[src/rtl/pipe_arb2.sv]
// Two-requester arbiter feeding one shared output pipeline register.
// Round-robin on ties (pointer `last`), one-cycle acceptance-to-valid latency.
module pipe_arb2 #(
  parameter int unsigned WIDTH = 32
) (
  input  logic             clk,
  input  logic             rst,
  input  logic [WIDTH-1:0] a0,
  input  logic             v0,
  output logic             r0,
  input  logic [WIDTH-1:0] a1,
  input  logic             v1,
  output logic             r1,
  input  logic             flush,
  output logic [WIDTH-1:0] b,
  output logic             bv,
  input  logic             br,
  output logic             bsrc
);

  logic [WIDTH-1:0] b_q, b_d;
  logic             bv_q, bv_d;
  logic             bsrc_q, bsrc_d;
  logic             last_q, last_d;

  logic open;
  logic grant0, grant1;

  // Register may take a new word when it is empty or being drained this cycle.
  assign open = ~flush & (~bv_q | br);

  // On a tie the requester not recorded in last wins.
  assign grant0 = v0 & (~v1 | last_q);
  assign grant1 = v1 & (~v0 | ~last_q);

  assign r0 = ~rst & open & grant0;
  assign r1 = ~rst & open & grant1;

  always_comb begin
    b_d    = b_q;
    bv_d   = bv_q;
    bsrc_d = bsrc_q;
    last_d = last_q;
    if (flush) begin
      bv_d = 1'b0;
    end else if (open) begin
      if (grant0) begin
        b_d    = a0;
        bsrc_d = 1'b0;
        bv_d   = 1'b1;
        last_d = 1'b0;
      end else if (grant1) begin
        b_d    = a1;
        bsrc_d = 1'b1;
        bv_d   = 1'b1;
        last_d = 1'b1;
      end else begin
        bv_d = 1'b0;
      end
    end
  end

  always_ff @(posedge clk) begin
    if (rst) begin
      b_q    <= '0;
      bv_q   <= 1'b0;
      bsrc_q <= 1'b0;
      last_q <= 1'b1;
    end else begin
      b_q    <= b_d;
      bv_q   <= bv_d;
      bsrc_q <= bsrc_d;
      last_q <= last_d;
    end
  end

  assign b    = b_q;
  assign bv   = bv_q;
  assign bsrc = bsrc_q;

endmodule

[config.mk]
export PLATFORM = sky130hd
export DESIGN_NAME = pipe_arb2
export DESIGN_NICKNAME = d
export VERILOG_FILES = /design/src/rtl/pipe_arb2.sv
export SDC_FILE = /design/constraint.sdc
export NUM_CORES = 1
export LEC_CHECK = 0
export ABC_AREA = 0
export CORE_MARGIN = 1.5
export CORE_UTILIZATION = 39
export CTS_CLUSTER_DIAMETER = 50
export DETAILED_ROUTE_END_ITERATION = 10
export GPL_TIMING_DRIVEN = 0
export PLACE_DENSITY_LB_ADDON = 0.25
export SYNTH_ARGS = -nofsm -noshare
export SYNTH_HDL_FRONTEND = slang
export SYNTH_SLANG_ARGS = --single-unit
[constraint.sdc]
create_clock -name clk -period 1.48 [get_ports clk]
set_input_delay 0.148 -clock clk [delete_from_list [all_inputs] [get_ports clk]]
set_output_delay 0.148 -clock clk [all_outputs]
set_load 0.02 [all_outputs]
### Word-level counts from Yosys, hierarchy flattened

Index checks and enable logic that the tools add are counted.

| storage, ports and cells | value |
|---|---|
| word-level logic and storage cells | 28 |
| input port bits | 70 |
| register bits after elaboration | 35 |
| output and inout port bits | 36 |

| operators by class | value |
|---|---|
| muxes and demuxes | 6 |
| bitwise operators | 15 |
| reductions and logical operators | 3 |

Operator list:

| kind | count |
|---|---|
| $mux 32 | 2 |
| $and 1x1->1 | 6 |
| $not 1->1 | 6 |
| $mux 1 | 4 |
| $or 1x1->1 | 3 |
| $reduce_and 3->1 | 1 |
| $reduce_bool 2->1 | 1 |
| $reduce_or 2->1 | 1 |

### Logic depth before layout (Yosys ltp)

Gate-level depths: netlist of run 1.

| depth | value |
|---|---|
| depth in word-level cells | 5 |
| depth in mapped cells | 6 |
| gate-level depth less buffers | 3 |

### Least setup slack after synthesis of run 1

No wires, ideal clock.

| path | value |
|---|---|
| kind | register -> output |
| from | register bv_q (netlist: bv) |
| to | output r1 |
| required time | 1.332 ns |
| data arrival time | 1.256 ns |
| setup slack | 0.076 ns |
| cell stages (with the launch flop) | 5 |
| path buffers | 1 |
| cells stage by stage | dfxtp_1 > nand2b_1 > nand3_1 > clkbuf_1 > nor2_1 |

| between the ends | value |
|---|---|
| longest elaborated chain between the ends | 5 |

Ends and longest elaborated chain:

| what | line | text |
|---|---|---|
| from (decl) | 22 | `logic bv_q, bv_d;` |
| from (signal assigned) | 71 | `bv_q <= bv_d;` |
| $not 1->1 | 30 | `assign open = ~flush & (~bv_q \| br);` |
| $or 1x1->1 | 30 |  |
| $and 1x1->1 | 30 |  |
| $and 1x1->1 (2 in a row) | 37 | `assign r1 = ~rst & open & grant1;` |
| to (decl) | 13 | `output logic r1,` |

No other way between the ends.

### Final worst setup path of run 1

| path | value |
|---|---|
| from | register last_q |
| to | output r0 |

| between the ends | value |
|---|---|
| longest elaborated chain between the ends | 3 |

Ends and longest elaborated chain:

| what | line | text |
|---|---|---|
| from (decl) | 24 | `logic last_q, last_d;` |
| from (signal assigned) | 73 | `last_q <= last_d;` |
| $or 1x1->1 | 33 | `assign grant0 = v0 & (~v1 \| last_q);` |
| $and 1x1->1 | 33 |  |
| $and 1x1->1 | 36 | `assign r0 = ~rst & open & grant0;` |
| to (decl) | 10 | `output logic r0,` |

No other way between the ends.

==> results of run 1 <==
sequential cells by signal, summed over array words and instances, names as in the netlist:
signal / cells
b: 32
bsrc: 1
bv: 1
last_q: 1
metal layers:
layer  share of wire  track usage
met5               0            0
met4          0.0086       0.0629
met3           0.063       0.0511
met2            0.50        0.348
met1            0.42        0.287
tightest hold or removal path, stage by stage:
cell,delay (ns)
buf_6,0.12
o32ai_2,0.08
o221a_1,0.11
synthesized netlist by cell type (all sizes together):
master and n:
nand3 2, clkbuf 9, nand2 1, o32ai 32, nand2b 2, o221a 32
nor2b 3, or2 1, nor2 3, inv 33, buf 11, a21bo 1
dfxtp 35, a21oi 3, a311o 1
cell type report:
cell class / count / area, um2
Fill cell: 373 / 1460
Timing Repair Buffer: 113 / 1110
Multi-Input combinational cell: 81 / 1010
Sequential cell: 35 / 703
Buffer: 19 / 160
Inverter: 33 / 124
Tap cell: 67 / 83.8
Clock buffer: 7 / 76.3
Clock inverter: 1 / 5.00
logic make-up (layout without fill, tap and decap cells):
kind of cell,count (synthesis),count (layout),share of synthesized area
buffers and inverters,53,173,0.128
DFF,35,35,0.369
and+or+nand+nor,12,12,0.0329
AOI/OAI and AO/OA,69,69,0.470
where the power goes:
group	leakage [uW]	internal, uW	switching (uW)
Clock	0.0000422	331	353
Sequential	0.000291	1040	50.9
Combinational	0.000892	542	401
worst min-delay path by stage:
| stage | start | end | slack, ns | depth (start not counted) |
|---|---|---|---|---|
| after CTS | rst | b[14] | 0.22 | 3 |
| after floorplan | a0[10] | b[10] | 0.32 | 1 |
| after detailed placement | rst | b[14] | 0.52 | 3 |
| after global routing | rst | b[14] | 0.24 | 3 |
| after global placement | rst | b[14] | 0.52 | 3 |
| final | rst | b[14] | 0.22 | 3 |
cell usage in the layout, fill, tap and decap left out, types with 2 or more instances in the layout:
master	count
clkdlybuf4s50_1	98
dfxtp_1	33
nand2b_4	2
o221a_1	31
nor2_1	3
a21oi_1	3
o32ai_2	29
buf_6	5
nor2b_4	2
o32ai_1	3
dlymetal6s2s_1	3
dfxtp_2	2
inv_1	33
clkbuf_8	5
buf_2	3
clkbuf_2	3
clkbuf_1	5
buf_4	14
metrics by stage:
| step | power, uW | cells |
|---|---|---|
| final | 2720 | 356 |
| after global routing | 2830 | 356 |
| after CTS | 2720 | 352 |
| after detailed placement | 2010 | 340 |
| after global placement | 2000 | 340 |
| after floorplan | 1570 | 169 |
timing repair:
item                                   4_1_cts  5_1_grt
setup buffers                                4        5
endpoints found under the hold margin        0        0
pin swaps                                    2        0
setup endpoints to repair                   32       33
resized for setup                           29       15
==> impl_metrics.py, run 1 <==
metrics = {
    "timing": {
        "tightestPinTransition_ns": 0.652,
        "hold_violations": 0,
        "setup_viol_count_final": 0,
        "skew_ns": 0.00793,
        "drv_slew": 0,
        "fin_ws_ns": 0.0464,
        "rsz0062_at_grt": "false",
        "period_minus_slack_ns": 1.43,
        "post-route-period-util": 0.969,
        "tns_ns": 0,
        "slew_headroom": 0.565,
        "fmax_ghz": 0.698,
        "hold_ws_ns": 0.220,
    },
    "synthesis": {
        "synthesis.instances": 169,
        "yosysTopAreaCellShare": 0.369,
        "syn_avg_cell_area_um2": 11.2,
        "ys_types": 18,
        "synth_top_area_cell": "dfxtp_1",
        "synth.net_count": 239,
        "synth_seq_area_share": 0.369,
        "synthTopCellsByArea": "dfxtp_1, o32ai_2, o221a_1",
        "synth-warning-count": 0,
        "synth-seq-cells": 35,
        "syn_area_mm2": 0.00190,
    },
    "critical_path": {
        "cp.arrival_ns": 1.29,
        "rrSetupSlack_ns": 0.09,
        "cp-start-kind": "flip-flop",
        "r2r_start": "last_q",
        "crit_slowest_cell": "dfxtp_2",
        "r2r_cells": 6,
        "slowest_delay_ns": 0.36,
        "reg2reg_to": "b[28]",
        "worst-path-stages": 5,
        "critPathTopFamily": "flip-flops",
        "path_buf_inv": 2,
        "worstPathMaxFanout": 5,
        "crit_start": "last_q",
        "endpoint_kind": "output port",
        "worstSetupEndpoint": "r0",
        "crit_chain": "nand2b_4 > nand3_4 > clkbuf_16 > nor2_1 > buf_4",
        "cp.required_ns": 1.33,
        "worstSetupPathType": "flip-flop to output port",
    },
    "power_and_ir_drop": {
        "p_per_area_mw_per_mm2": 831,
        "ir_drop_mv": 0.531,
        "p_leak_uw": 0.00122,
    },
    "grt": {
        "grt_antenna_before_repair": 0,
        "grt_max_degree": 11,
        "grt_usage": 0.215,
        "overflow": 0,
        "grt_pass1_wl_mm": 8.84,
        "grt_pass1_vias": 1812,
    },
    "placed_design": {
        "post-place-ws_ns": -0.901,
        "gp_congestion": 0.712,
        "post_dp_cell_area_mm2": 0.00303,
        "dpl.hpwl_mm": 3.87,
        "port_buffers": 104,
    },
    "floorplanning": {
        "die_area_mm2": 0.00530,
        "io_pins": 106,
        "start_util": 0.402,
        "dieHeight_um": 72.8,
        "fp.coreArea_mm2": 0.00472,
        "rows": 25,
        "die_w_um": 72.8,
    },
    "clock_network": {
        "htreeDepth": 2,
        "cts-root-buf": "clkbuf_8",
        "cts_sinks": 35,
        "cts_tree": "yes",
        "insertion_delay_ns": 0.29,
        "cts_buffers": 5,
        "clk_transition_reported_paths_ns": 0.08,
        "clockBufferDepth": 2,
        "ctsHoldBuffers": 0,
    },
    "route": {
        "drtIter0Drc": 80,
        "drt_pass1_iterations": 4,
        "wl_per_cell_um": 15.6,
        "final_antenna_net_count": 0,
        "routed_via_density": 5.19,
        "vias": 1847,
        "drt-total-wl_mm": 5.56,
        "drc_errors": 0,
    },
    "run_status": {
        "status": "completed",
    },
    "run": {
        "timing.max_cap.violations": 0,
    },
    "layout": {
        "fin_util": 0.692,
        "syn_to_final_growth_pct": 72.0,
        "final_area_mm2": 0.00327,
        "final_net_count": 358,
        "antenna_cells": 0,
        "drive_gt1_frac": 0.253,
    },
    "hold_path": {
        "hold_class": "input pin to flip-flop",
    },
}
Power figures use the tool's default switching activity.
==> inputs of run 2 (changes only) <==
GPL_TIMING_DRIVEN = unset   (was 0)
==> run 2 against run 1 <==
  * Design area decreased by 3.8%
  * Sequential share of layout area increased by 0.78 points
  * Clock skew decreased by 0.0047 ns
  * Sequential cell count unchanged
  * Non-clock buffer count decreased by 15
  * Sequential power about the same
  * Die area unchanged
  * Hold slack got worse by 0.073 ns
  * Routed wire length increased by 1.4%
  * Critical path type unchanged
==> impl_metrics.py, run 2 (synthesis gave the netlist of run 1 again) <==
metrics = {
    "floorplanning": {
        "io_pins": 106,
        "dieHeight_um": 72.8,
        "fp.coreArea_mm2": 0.00472,
        "start_util": 0.402,
        "die_area_mm2": 0.00530,
        "rows": 25,
        "die_w_um": 72.8,
    },
    "power_and_ir_drop": {
        "p_leak_uw": 0.00112,
        "p_sw_uw": 785,
        "p_total_uw": 2670,
        "p_seq_frac": 0.407,
        "power_frac_comb": 0.343,
        "p_per_area_mw_per_mm2": 851,
        "ir_drop_mv": 0.516,
        "sw_frac_of_total": 0.293,
        "intPower_uw": 1890,
        "p_clk_frac": 0.250,
    },
    "route": {
        "drt-total-wl_mm": 5.64,
        "final_antenna_net_count": 0,
        "routed_via_density": 5.24,
        "dr_wl_met3_um": 297,
        "dr_wl_met2_mm": 2.80,
        "drc_errors": 0,
        "drt_pass1_iterations": 4,
        "drtIter0Drc": 83,
        "wl_met1_mm": 2.51,
        "wl_per_cell_um": 16.5,
        "top_layer": "met4",
        "vias": 1791,
    },
    "clock_network": {
        "cts_tree": "yes",
        "post_cts_buffers": 0,
        "clk_transition_reported_paths_ns": 0.07,
        "clockBufferDepth": 2,
        "cts_sinks": 35,
        "htreeDepth": 2,
        "insertion_delay_ns": 0.28,
        "cts_buffers": 5,
        "cts-root-buf": "clkbuf_8",
    },
    "layout": {
        "antenna_cells": 0,
        "layout_commonest_cell": "clkdlybuf4s50_1",
        "fin_cells": 342,
        "largest_reg_flops": 32,
        "final_cell_mix": "clkdlybuf4s50_1, dfxtp_1, inv_1, o221a_1, o32ai_2",
        "drive_gt1_frac": 0.207,
        "syn_to_final_growth_pct": 65.4,
        "final_net_count": 344,
    },
    "timing": {
        "fmax_ghz": 0.702,
        "setup_viol_count_final": 0,
        "tightestPinTransition_ns": 0.619,
        "post-route-period-util": 0.963,
        "drv_slew": 0,
        "fin_ws_ns": 0.0550,
        "skew_ns": 0.00319,
        "tns_ns": 0,
        "hold_ws_ns": 0.147,
        "rsz0062_at_grt": "false",
        "period_minus_slack_ns": 1.43,
        "slew_headroom": 0.586,
        "hold_violations": 0,
    },
    "placed_design": {
        "post-place-ws_ns": -0.549,
        "gp_congestion": 0.718,
        "dpl.hpwl_mm": 3.68,
        "place_inst": 333,
        "port_buffers": 105,
    },
    "grt": {
        "grt_pass1_wl_mm": 8.94,
        "grt_pass1_vias": 1820,
        "grt_antenna_before_repair": 0,
        "overflow": 0,
        "grt_max_degree": 34,
        "grt_usage": 0.218,
    },
    "critical_path": {
        "worstSetupPathType": "flip-flop to output port",
        "cp-start-kind": "flip-flop",
        "cp.arrival_ns": 1.28,
        "worstPathMaxFanout": 3,
        "cp.required_ns": 1.33,
        "endpoint_kind": "output port",
    },
    "run": {
        "timing.max_cap.violations": 0,
    },
    "run_status": {
        "status": "completed",
    },
    "hold_path": {
        "hold_class": "input pin to flip-flop",
    },
}
## run 2: cell types whose count changed in the layout (fill, tap and decap cells not counted), moves of 3 or more
cell	previous run	this run
buf_12	0	3
buf_4	14	9
buf_6	5	0
clkbuf_1	5	2
clkbuf_2	3	0
dlymetal6s2s_1	3	0
## run 2: per-stage QoR
step	utilization	cell area, um2
3_3_place_gp	0.646	3050
5_1_grt	0.665	3140
2_1_floorplan	-	1900
3_5_place_dp	0.646	3050
4_1_cts	0.665	3140
6_report	0.665	3140
## run 2: repair_timing
item / 4_1_cts / 5_1_grt
hold buffers: 0 / 0
setup endpoints to repair: 34 / 2
cloned: 1 / 0
resized for setup: 10 / 2
## run 2: final cells by class
class                      instances  area [um2]
clock buffer                       7        76.3
clock inverter                     1        5.00
fill                             400        1580
inverter                          33         124
multi-input combinational         82         992
sequential                        35         701
tap                               67        83.8
timing repair buffer             117        1160
## run 2: power groups by stage
| stage | Clock, uW | Sequential, uW | Combinational, uW |
|---|---|---|---|
| 6_report | 668 | 1090 | 918 |
| 5_1_grt | 734 | 1100 | 973 |
| 4_1_cts | 682 | 1090 | 924 |
| 3_5_place_dp | 0 | 1110 | 917 |
| 3_3_place_gp | 0 | 1110 | 906 |
| 2_1_floorplan | 0 | 1220 | 349 |
## run 2: final timing paths
kind          start     end  slack, ns  depth (start not counted)
min             rst  last_q       0.15                          2
max              bv      r0       0.05                          5
max reg2reg      bv   b[30]       0.09                          3
min reg2reg  last_q  last_q       0.56                          2
## run 2: worst max-delay path, stage by stage, from the launching register on
cell and delay [ns]:
dfxtp_1 0.34, buf_4 0.14, nand2b_1 0.11, nand3_1 0.10, nor2_1 0.13, buf_2 0.18
## run 2: per-layer routing
metal,up-vias,track usage
met5,-,0
met4,0,0.0461
met3,2,0.0608
met2,58,0.371
met1,859,0.275
li1,872,-
